`config.mk`:
```
export PLATFORM = sky130hd
export DESIGN_NAME = gl_cmd_loader
export DESIGN_NICKNAME = d
export VERILOG_FILES = /design/src/rtl/gl_cmd_loader.sv
export SDC_FILE = /design/constraint.sdc
export NUM_CORES = 1
export LEC_CHECK = 0
export BUFFER_PORTS_ARGS = -buffer_cell sky130_fd_sc_hd__clkbuf_2
export CORE_MARGIN = 10
export CORE_UTILIZATION = 50
export CTS_CLUSTER_SIZE = 16
export DETAILED_ROUTE_END_ITERATION = 6
export HOLD_SLACK_MARGIN = 0.12
export PLACE_DENSITY = 0.79
export SETUP_SLACK_MARGIN = 0.4
export SYNTH_ARGS = -nofsm -noshare
export SYNTH_HDL_FRONTEND = slang
export SYNTH_SLANG_ARGS = --single-unit
```
`constraint.sdc`:
```
create_clock -name clk -period 4.25 [get_ports clk]
set_input_delay 0.6375 -clock clk [delete_from_list [all_inputs] [get_ports clk]]
set_output_delay 0.6375 -clock clk [all_outputs]
set_load 0.02 [all_outputs]
```
`src/rtl/gl_cmd_loader.sv`:
```
// -----------------------------------------------------------------------------
// gl_cmd_loader
//
// Writer side of the instruction BRAM that the fetch stage drains. Host
// command words arrive on a valid/ready stream. Each header's opcode byte
// [7:0] sets how many operands follow it. Every accepted word is written to
// the next sequential BRAM address, starting at 0. Fetch is held off until a
// complete program, closed by a JMP header, is resident.
//
// Ports
//   clk           clock
//   reset         synchronous, active-high reset
//   in_data       host command word
//   in_valid      in_data valid
//   in_ready      word accepted when in_valid && in_ready (combinational)
//   load_start    1-cycle pulse: discard the program and restart at address 0
//   bram_we       BRAM write enable (registered)
//   bram_addr     BRAM write address (registered)
//   bram_wdata    BRAM write data (registered)
//   fetch_hold    stall to fetch; low only while a complete program is held
//   frame_done    1-cycle pulse, issued with the bram_we of the closing JMP
//   word_count    words written in the current program
//   cmd_count     command headers written in the current program
//   overflow_err  sticky: a command was rejected for lack of space
// -----------------------------------------------------------------------------
module gl_cmd_loader #(
    parameter int ADDR_W = 10,
    parameter int CNT_W  = 16
) (
    input  logic              clk,
    input  logic              reset,
    input  logic [31:0]       in_data,
    input  logic              in_valid,
    output logic              in_ready,
    input  logic              load_start,
    output logic              bram_we,
    output logic [ADDR_W-1:0] bram_addr,
    output logic [31:0]       bram_wdata,
    output logic              fetch_hold,
    output logic              frame_done,
    output logic [ADDR_W:0]   word_count,
    output logic [CNT_W-1:0]  cmd_count,
    output logic              overflow_err
);

    localparam int DEPTH = 2 ** ADDR_W;
    // Wide enough to hold wr_ptr + the longest command (17) without wrapping.
    localparam int SUM_W = ADDR_W + 6;
    localparam logic [7:0] OP_JMP = 8'h06;

    typedef enum logic [1:0] {
        S_HDR,
        S_OPS,
        S_DONE,
        S_ERR
    } state_t;

    // Command length in words, header included.
    function automatic logic [4:0] f_cmd_len(input logic [7:0] op);
        case (op)
            8'h03, 8'h04:                       f_cmd_len = 5'd4;
            8'h11, 8'h13, 8'h16, 8'h17,
            8'h18, 8'h1A, 8'h1B:                f_cmd_len = 5'd17;
            8'h19:                              f_cmd_len = 5'd5;
            // NOTE: the default arm makes the decode total, so no latch is inferred.
            default:                            f_cmd_len = 5'd1;
        endcase
    endfunction

    state_t              r_state;
    logic [ADDR_W:0]     r_wr_ptr;      // also the word count; reaches DEPTH only after a JMP at DEPTH-1
    logic [4:0]          r_rem;         // operands still owed by the current command
    logic [CNT_W-1:0]    r_cmd_count;
    logic                r_ovf;
    logic                r_fetch_hold;
    logic                r_frame_done;
    logic                r_bram_we;
    logic [ADDR_W-1:0]   r_bram_addr;
    logic [31:0]         r_bram_wdata;

    logic                w_ready;
    logic                w_accept;
    logic                w_is_jmp;
    logic [4:0]          w_len;
    logic [SUM_W-1:0]    w_need;
    logic                w_fits;
    logic                w_write;

    // ERR keeps accepting so a broken host stream drains instead of stalling.
    assign w_ready  = (r_state != S_DONE) && !load_start;
    assign w_accept = in_valid && w_ready;
    assign w_is_jmp = (in_data[7:0] == OP_JMP);
    assign w_len    = f_cmd_len(in_data[7:0]);

    // The top slot is always kept free so the closing JMP is guaranteed room.
    assign w_need   = SUM_W'(r_wr_ptr) + SUM_W'(w_len);
    assign w_fits   = (w_need <= SUM_W'(DEPTH - 1));

    // Operands are written blindly; headers only if they are a JMP or fit.
    assign w_write  = w_accept &&
                      ((r_state == S_OPS) ||
                       ((r_state == S_HDR) && (w_is_jmp || w_fits)));

    always_ff @(posedge clk) begin
        if (reset) begin
            // NOTE: all sequential state uses non-blocking assignments so that every register samples pre-edge values.
            r_state      <= S_HDR;
            r_wr_ptr     <= '0;
            r_rem        <= '0;
            r_cmd_count  <= '0;
            r_ovf        <= 1'b0;
            r_fetch_hold <= 1'b1;
            r_frame_done <= 1'b0;
            r_bram_we    <= 1'b0;
            r_bram_addr  <= '0;
            r_bram_wdata <= '0;
        end else begin
            r_bram_we    <= 1'b0;
            r_frame_done <= 1'b0;

            // Registered write port: the word accepted this cycle appears on the BRAM next cycle.
            if (w_write) begin
                r_bram_we    <= 1'b1;
                r_bram_addr  <= r_wr_ptr[ADDR_W-1:0];
                r_bram_wdata <= in_data;
                r_wr_ptr     <= r_wr_ptr + (ADDR_W+1)'(1);
            end

            if (load_start) begin
                // in_ready is low here, so no new write competes with the restart.
                r_state      <= S_HDR;
                r_wr_ptr     <= '0;
                r_rem        <= '0;
                r_cmd_count  <= '0;
                r_ovf        <= 1'b0;
                r_fetch_hold <= 1'b1;
            end else if (w_accept) begin
                case (r_state)
                    S_HDR: begin
                        if (w_is_jmp) begin
                            r_cmd_count  <= r_cmd_count + CNT_W'(1);
                            r_state      <= S_DONE;
                            r_frame_done <= 1'b1;
                            r_fetch_hold <= 1'b0;
                        end else if (w_fits) begin
                            r_cmd_count  <= r_cmd_count + CNT_W'(1);
                            r_rem        <= w_len - 5'd1;
                            r_state      <= (w_len > 5'd1) ? S_OPS : S_HDR;
                        end else begin
                            r_ovf        <= 1'b1;
                            r_state      <= S_ERR;
                        end
                    end
                    S_OPS: begin
                        r_rem <= r_rem - 5'd1;
                        if (r_rem == 5'd1) begin
                            r_state <= S_HDR;
                        end
                    end
                    // ERR drops everything; DONE never accepts.
                    default: begin
                    end
                endcase
            end
        end
    end

    assign in_ready     = w_ready;
    assign bram_we      = r_bram_we;
    assign bram_addr    = r_bram_addr;
    assign bram_wdata   = r_bram_wdata;
    assign fetch_hold   = r_fetch_hold;
    assign frame_done   = r_frame_done;
    assign word_count   = r_wr_ptr;
    assign cmd_count    = r_cmd_count;
    assign overflow_err = r_ovf;

endmodule

```
# Yosys cells after proc, flatten, opt, wreduce, memory -nomap -nowiden
# Memories as Yosys holds them, arrays and structs flattened.
# Cells that the tools add are included.
[classes]
add_sub_neg = 5
order_cmp = 2
eq_ne = 7
muxes = 13
bitwise_logic = 4
reduce_logical = 18
[op_table]
columns = ["cell", "n"]
rows = [
  ["$mux 16", 2],
  ["$add 16x1->16 const B", 1],
  ["$mux 5", 3],
  ["$add 11x5->12", 1],
  ["$le 12x10->1 const B", 1],
  ["$add 11x1->11 const B", 1],
  ["$pmux 5 s2", 1],
  ["$sub 5x1->5 const B", 2],
  ["$reduce_and 3->1", 3],
  ["$eq 8x3->1 const B", 1],
  ["$reduce_and 4->1", 2],
  ["$mux 2", 3],
  ["$ne 2x2->1 const B", 3],
  ["$eq 5x1->1 const B", 1],
  ["$gt 5x1->1 const B", 1],
  ["$logic_and 1x1->1", 4],
  ["$not 1->1", 4],
  ["$pmux 2 s2", 1],
  ["$reduce_bool 2->1", 2],
  ["$reduce_or 4->1", 1],
  ["$logic_not 3->1", 1],
  ["$mux 1", 3],
  ["$eq 2x1->1 const B", 1],
  ["$logic_not 2->1", 1],
  ["other kinds (4)", 5],
]
[word_totals]
register_bits = 80
romBits = 96
in_bits = 36
output_inout_bits = 74
wordCells = 60
n_memories = 1
[mem_list]
columns = ["name", "depth", "width", "read_ports", "rd_ports_with_merged_regs", "write_ports", "line", "rtl"]
rows = [
  ["(name not given)", 32, 3, 1, 0, 0, "60", "case (op)"],
]

# Logic depth before layout (Yosys ltp)
[logic_depth]
ltp_word = 9
depth_mapped = 15
mapped_depth_nobuf = 13

# Worst setup path after synthesis
# OpenSTA, ideal clock, no wires.
[synth_timing]
kind = "in2reg"
from = "input port in_data[5]"
to = "register r_bram_wdata[0], in the netlist bram_wdata[0]"
setup_time_ns = 0.117
arrival_ns = 3.308
t_required_ns = 4.133
slack_ns = 0.825
stages = 14
n_path_buf = 2
path_cell_list = "or3_1 nor2_1 a21oi_1 o32a_1 inv_1 ha_1 nand4_1 o41a_1 a21o_1 a31o_2 nor2b_1 clkbuf_1 clkbuf_1 a22o_1"
[synth_via]
elab_chain_cells = 8
elab_cells_between_ends = 9
classes_between = "add/sub (1); order compare (1); eq/ne (1); mux (1); reduce/logical (5)"
[synth_rtl]
columns = ["element", "line", "rtl"]
rows = [
  ["start: declaration", "32", "input logic [31:0] in_data,"],
  ["$logic_not 3->1", "60", ""],
  ["$mux 5", "60", ""],
  ["$add 11x5->12", "96", "assign w_need = SUM_W'(r_wr_ptr) + SUM_W'(w_len);"],
  ["$le 12x10->1", "97", "assign w_fits = (w_need <= SUM_W'(DEPTH - 1));"],
  ["$logic_or 1x1->1 *", "102", "((r_state == S_HDR) && (w_is_jmp || w_fits)));"],
  ["$logic_and 1x1->1 *", "102", ""],
  ["$logic_or 1x1->1 *", "101", "((r_state == S_OPS) ||"],
  ["$logic_and 1x1->1 *", "100", "assign w_write = w_accept &&"],
  ["end signal: assignment", "125", "r_bram_wdata <= in_data;"],
  ["end: declaration", "79", "logic [31:0] r_bram_wdata;"],
]
# Every way passes the cells marked *; elsewhere a longest branch is shown, timed or not.
# A chain may end at the register's enable or synchronous reset.

# Final worst setup path
[layout_timing]
from = "input port in_data[5]"
to = "register r_cmd_count[11], in the netlist cmd_count[11]"
[layout_via]
elab_chain_cells = 6
elab_cells_between_ends = 8
classes_between = "add/sub (1); order compare (1); eq/ne (1); mux (2); reduce/logical (3)"
[layout_rtl]
columns = ["element", "line", "rtl"]
rows = [
  ["$logic_not 3->1", "60", ""],
  ["$mux 5", "60", ""],
  ["$add 11x5->12", "96", ""],
  ["$le 12x10->1", "97", ""],
  ["$reduce_bool 2->1 (no line)", "--", ""],
  ["$reduce_and 3->1 (no line)", "--", ""],
  ["end signal: assignment", "141", "r_cmd_count <= r_cmd_count + CNT_W'(1);"],
  ["end signal: assignment", "146", "r_cmd_count <= r_cmd_count + CNT_W'(1);"],
  ["end: declaration", "73", "logic [CNT_W-1:0] r_cmd_count;"],
]
# Parallel ways exist; a longest one is shown, timed or not.

==> metrics.cfg <==
[timing]
fin_crit_ps = 3576
drv_slew = 0
slew_headroom_pct = 45.34
fmax_ghz = 0.2796
tns_ps = 0
setup_viol = 0
clock_skew_ps = 9.685
worst_pin_slew_ps = 816.8
hold_viol = 0
rsz0062_at_grt = no
min_period_over_period_pct = 84.15

[yosys]
synth_fp_nets = 393
synth_edf_count = 0
synth_area_um2 = 3346
avgSynthCellArea_um2 = 9.642
synth-seq-cells = 80
synthFlopType = dfxtp_1
synthCells = 347
yosysWarnings = 0
ys_seq_area_share_pct = 47.87
ys_types = 53
async_flop_share_pct = 0

[job]
drv_cap = 0

[clocking]
htreeDepth = 3
clk_latency_ps = 350
clkTransAtPathRegs_ps = 80
post_cts_buffers = 0
clk_path_buf_depth = 2
clock-root-buffer = clkbuf_8
cts_tree = built
clkSinkCount = 80
cts_buffers = 9

[layout]
nets = 498
final_common_cell = clkbuf_2
mostFrequentLayoutCells = 109 x clkbuf_2, 80 x dfxtp_1, 42 x a22o_1
stdcell_area_um2 = 4118
antenna_cells = 0
drive_gt1_share_pct = 30.42
synthToLayoutAreaGrowth_pct = 23.07

[status]
status = finished clean

[die]
die_h_um = 101.8
fp.dieW_um = 101.8
core_area_um2 = 6422
initial_core_util_pct = 52.09
row_count = 29
dieArea_um2 = 10360
boundaryPins = 110

[power]
power_density_nw_per_um2 = 336.9
ir_drop_v = 0.0002463
p_leak_nw = 1.760

[route]
wirelength_um = 8654
drc_errors = 0
first_pass_iters = 4
wl_per_cell_um = 16.21
ant_nets = 0
via_per_inst = 5.635
drt-initial-drc-count = 156
vias = 3009

[critical_path]
crit_top_cell = a21oi_1
crit_family = compound AO/OA/AOI/OAI gates
cp-start-kind = input pin
critPathKind = in2reg
crit_path_top_delay_cell = or4_1
r2r-start = word_count[0]
startpoint = in_data[5]
arrival_ps = 3850
cp-end-kind = flip-flop
critPathMaxFanout = 11
slowest_delay_ps = 540
worst-path-buf-inv = 2
cp.required_ps = 4520
crit_chain = clkbuf_2 -> or3_1 -> nor2_1 -> a21oi_1 -> o32a_1 -> inv_1 -> ha_1 -> a211oi_1 -> nor4_2 -> a21o_1 -> a211o_1 -> or4_1 -> a21oi_1

[worst_hold_path]
hp-class = reg2reg
min-delay-start = bram_addr[9]

[grt]
grt_pass1_wl_um = 13790
antenna_found_initial = 0
grt_max_degree = 44
grt_pass1_vias = 2942
grt_usage_pct = 16.28
overflow = 0

[placement]
io_buffers = 109
place_hpwl_um = 6318
routabilityCongestion = 0.8093
place_area_um2 = 3936

[registers in the layout, indices dropped and copies added (netlist names)]
register      count
bram_wdata       32
cmd_count        16
word_count       11
bram_addr        10
r_rem             5
r_state           2
bram_we           1
fetch_hold        1
frame_done        1
overflow_err      1
[power breakdown]
part           total [mW]  switching [mW]  leakage [nW]  internal (mW)
clock               0.494           0.279        0.0866          0.214
combinational       0.118          0.0730          1.02         0.0452
sequential          0.775         0.00980         0.649          0.766
total                1.39           0.362          1.76           1.03
[worst reg2reg max path: cells and delay by family, from the launching register on]
kind	cells	cell delay [ps]
adder cells (fa/ha/maj)	2	380
AO/OA/AOI/OAI	4	1210
AND/OR/NAND/NOR	2	640
flip-flops	1	450
[routing by layer]
metal / wire length (µm) / global-route usage, % / part of all wire (%) / up-vias
met5: 0 / 0 / 0 / -
li1: - / - / - / 1501
met3: 655 / 5.854 / 7.6 / 11
met1: 3795 / 19.63 / 44 / 1421
met4: 112 / 5.501 / 1.3 / 0
met2: 4091 / 26.29 / 47 / 76
[synthesized netlist by cell type (2+ instances only)]
cell / count / area share, %
ha_1: 10 / 3.7
dfxtp_1: 80 / 48
a32o_1: 3 / 0.90
a211oi_1: 5 / 1.1
nand2b_1: 3 / 0.56
nand2_1: 17 / 1.9
a2111oi_2: 2 / 0.90
nand3_1: 10 / 1.5
inv_1: 12 / 1.3
o31a_1: 2 / 0.52
o211a_1: 2 / 0.60
or4_1: 2 / 0.45
nor2b_1: 2 / 0.37
buf_2: 7 / 1.0
a22o_1: 42 / 11
a311oi_1: 2 / 0.52
nor3_1: 5 / 0.75
clkbuf_1: 12 / 1.3
a211o_1: 2 / 0.52
xnor2_1: 11 / 2.9
or3_1: 12 / 2.2
nor3b_1: 3 / 0.67
nor4_1: 3 / 0.56
a31oi_1: 2 / 0.37
o21a_1: 2 / 0.45
nand4_1: 6 / 1.1
a21oi_1: 22 / 3.3
nor2_1: 26 / 2.9
o21ai_0: 15 / 2.2
o31ai_1: 2 / 0.45
[final cells by class]
| type | instances | area (µm²) |
|---|---|---|
| timing repair buffer | 114 | 586.8 |
| inverter | 12 | 45.04 |
| multi-input combinational | 235 | 1617 |
| tap | 77 | 96.34 |
| sequential | 80 | 1602 |
| clock inverter | 6 | 43.79 |
| clock buffer | 10 | 127.6 |
| fill | 572 | 2305 |
[kinds of logic (layout without fill, tap and decap cells)]
logic type | after synthesis | count (layout) | synth area share [%]
compound gates | 114 | 114 | 25.77
simple gates | 98 | 98 | 15.11
flops | 80 | 80 | 47.87
buf+inv | 32 | 142 | 4.076
xor+xnor | 12 | 12 | 3.141
fa+ha+maj | 10 | 10 | 3.740
mux | 1 | 1 | 0.2992
[what timing repair did]
action,4_1_cts,5_1_grt
resized for setup,0,2
hold buffers,0,0
endpoints found under the setup margin,0,42
[final timing paths]
path                                       to  slack (ps)  depth (start not counted)
worst min register to register   bram_addr[9]         480                          1
worst min-delay path             bram_addr[9]         480                          1
worst max-delay path            cmd_count[11]         670                         13
worst max register to register  cmd_count[11]        1500                          8
[metrics by stage]
| step | utilization [%] | power [mW] | setup slack, ps | std cells | hold WS [ps] |
|---|---|---|---|---|---|
| 6_report | 64.11 | 1.387 | 673.7 | 534 | 475.4 |
| 5_1_grt | 64.11 | 1.443 | 403.6 | 534 | 485.8 |
| 4_1_cts | 63.96 | 1.396 | 657.8 | 534 | 481.2 |
| 3_5_place_dp | 61.29 | 0.9112 | 300.9 | 518 | 453.3 |
| 3_3_place_gp | 61.29 | 0.9090 | 422.0 | 518 | 455.1 |
| 2_1_floorplan | - | 0.8628 | 825.2 | 347 | 486.6 |
(Power assumes the default switching activity.)
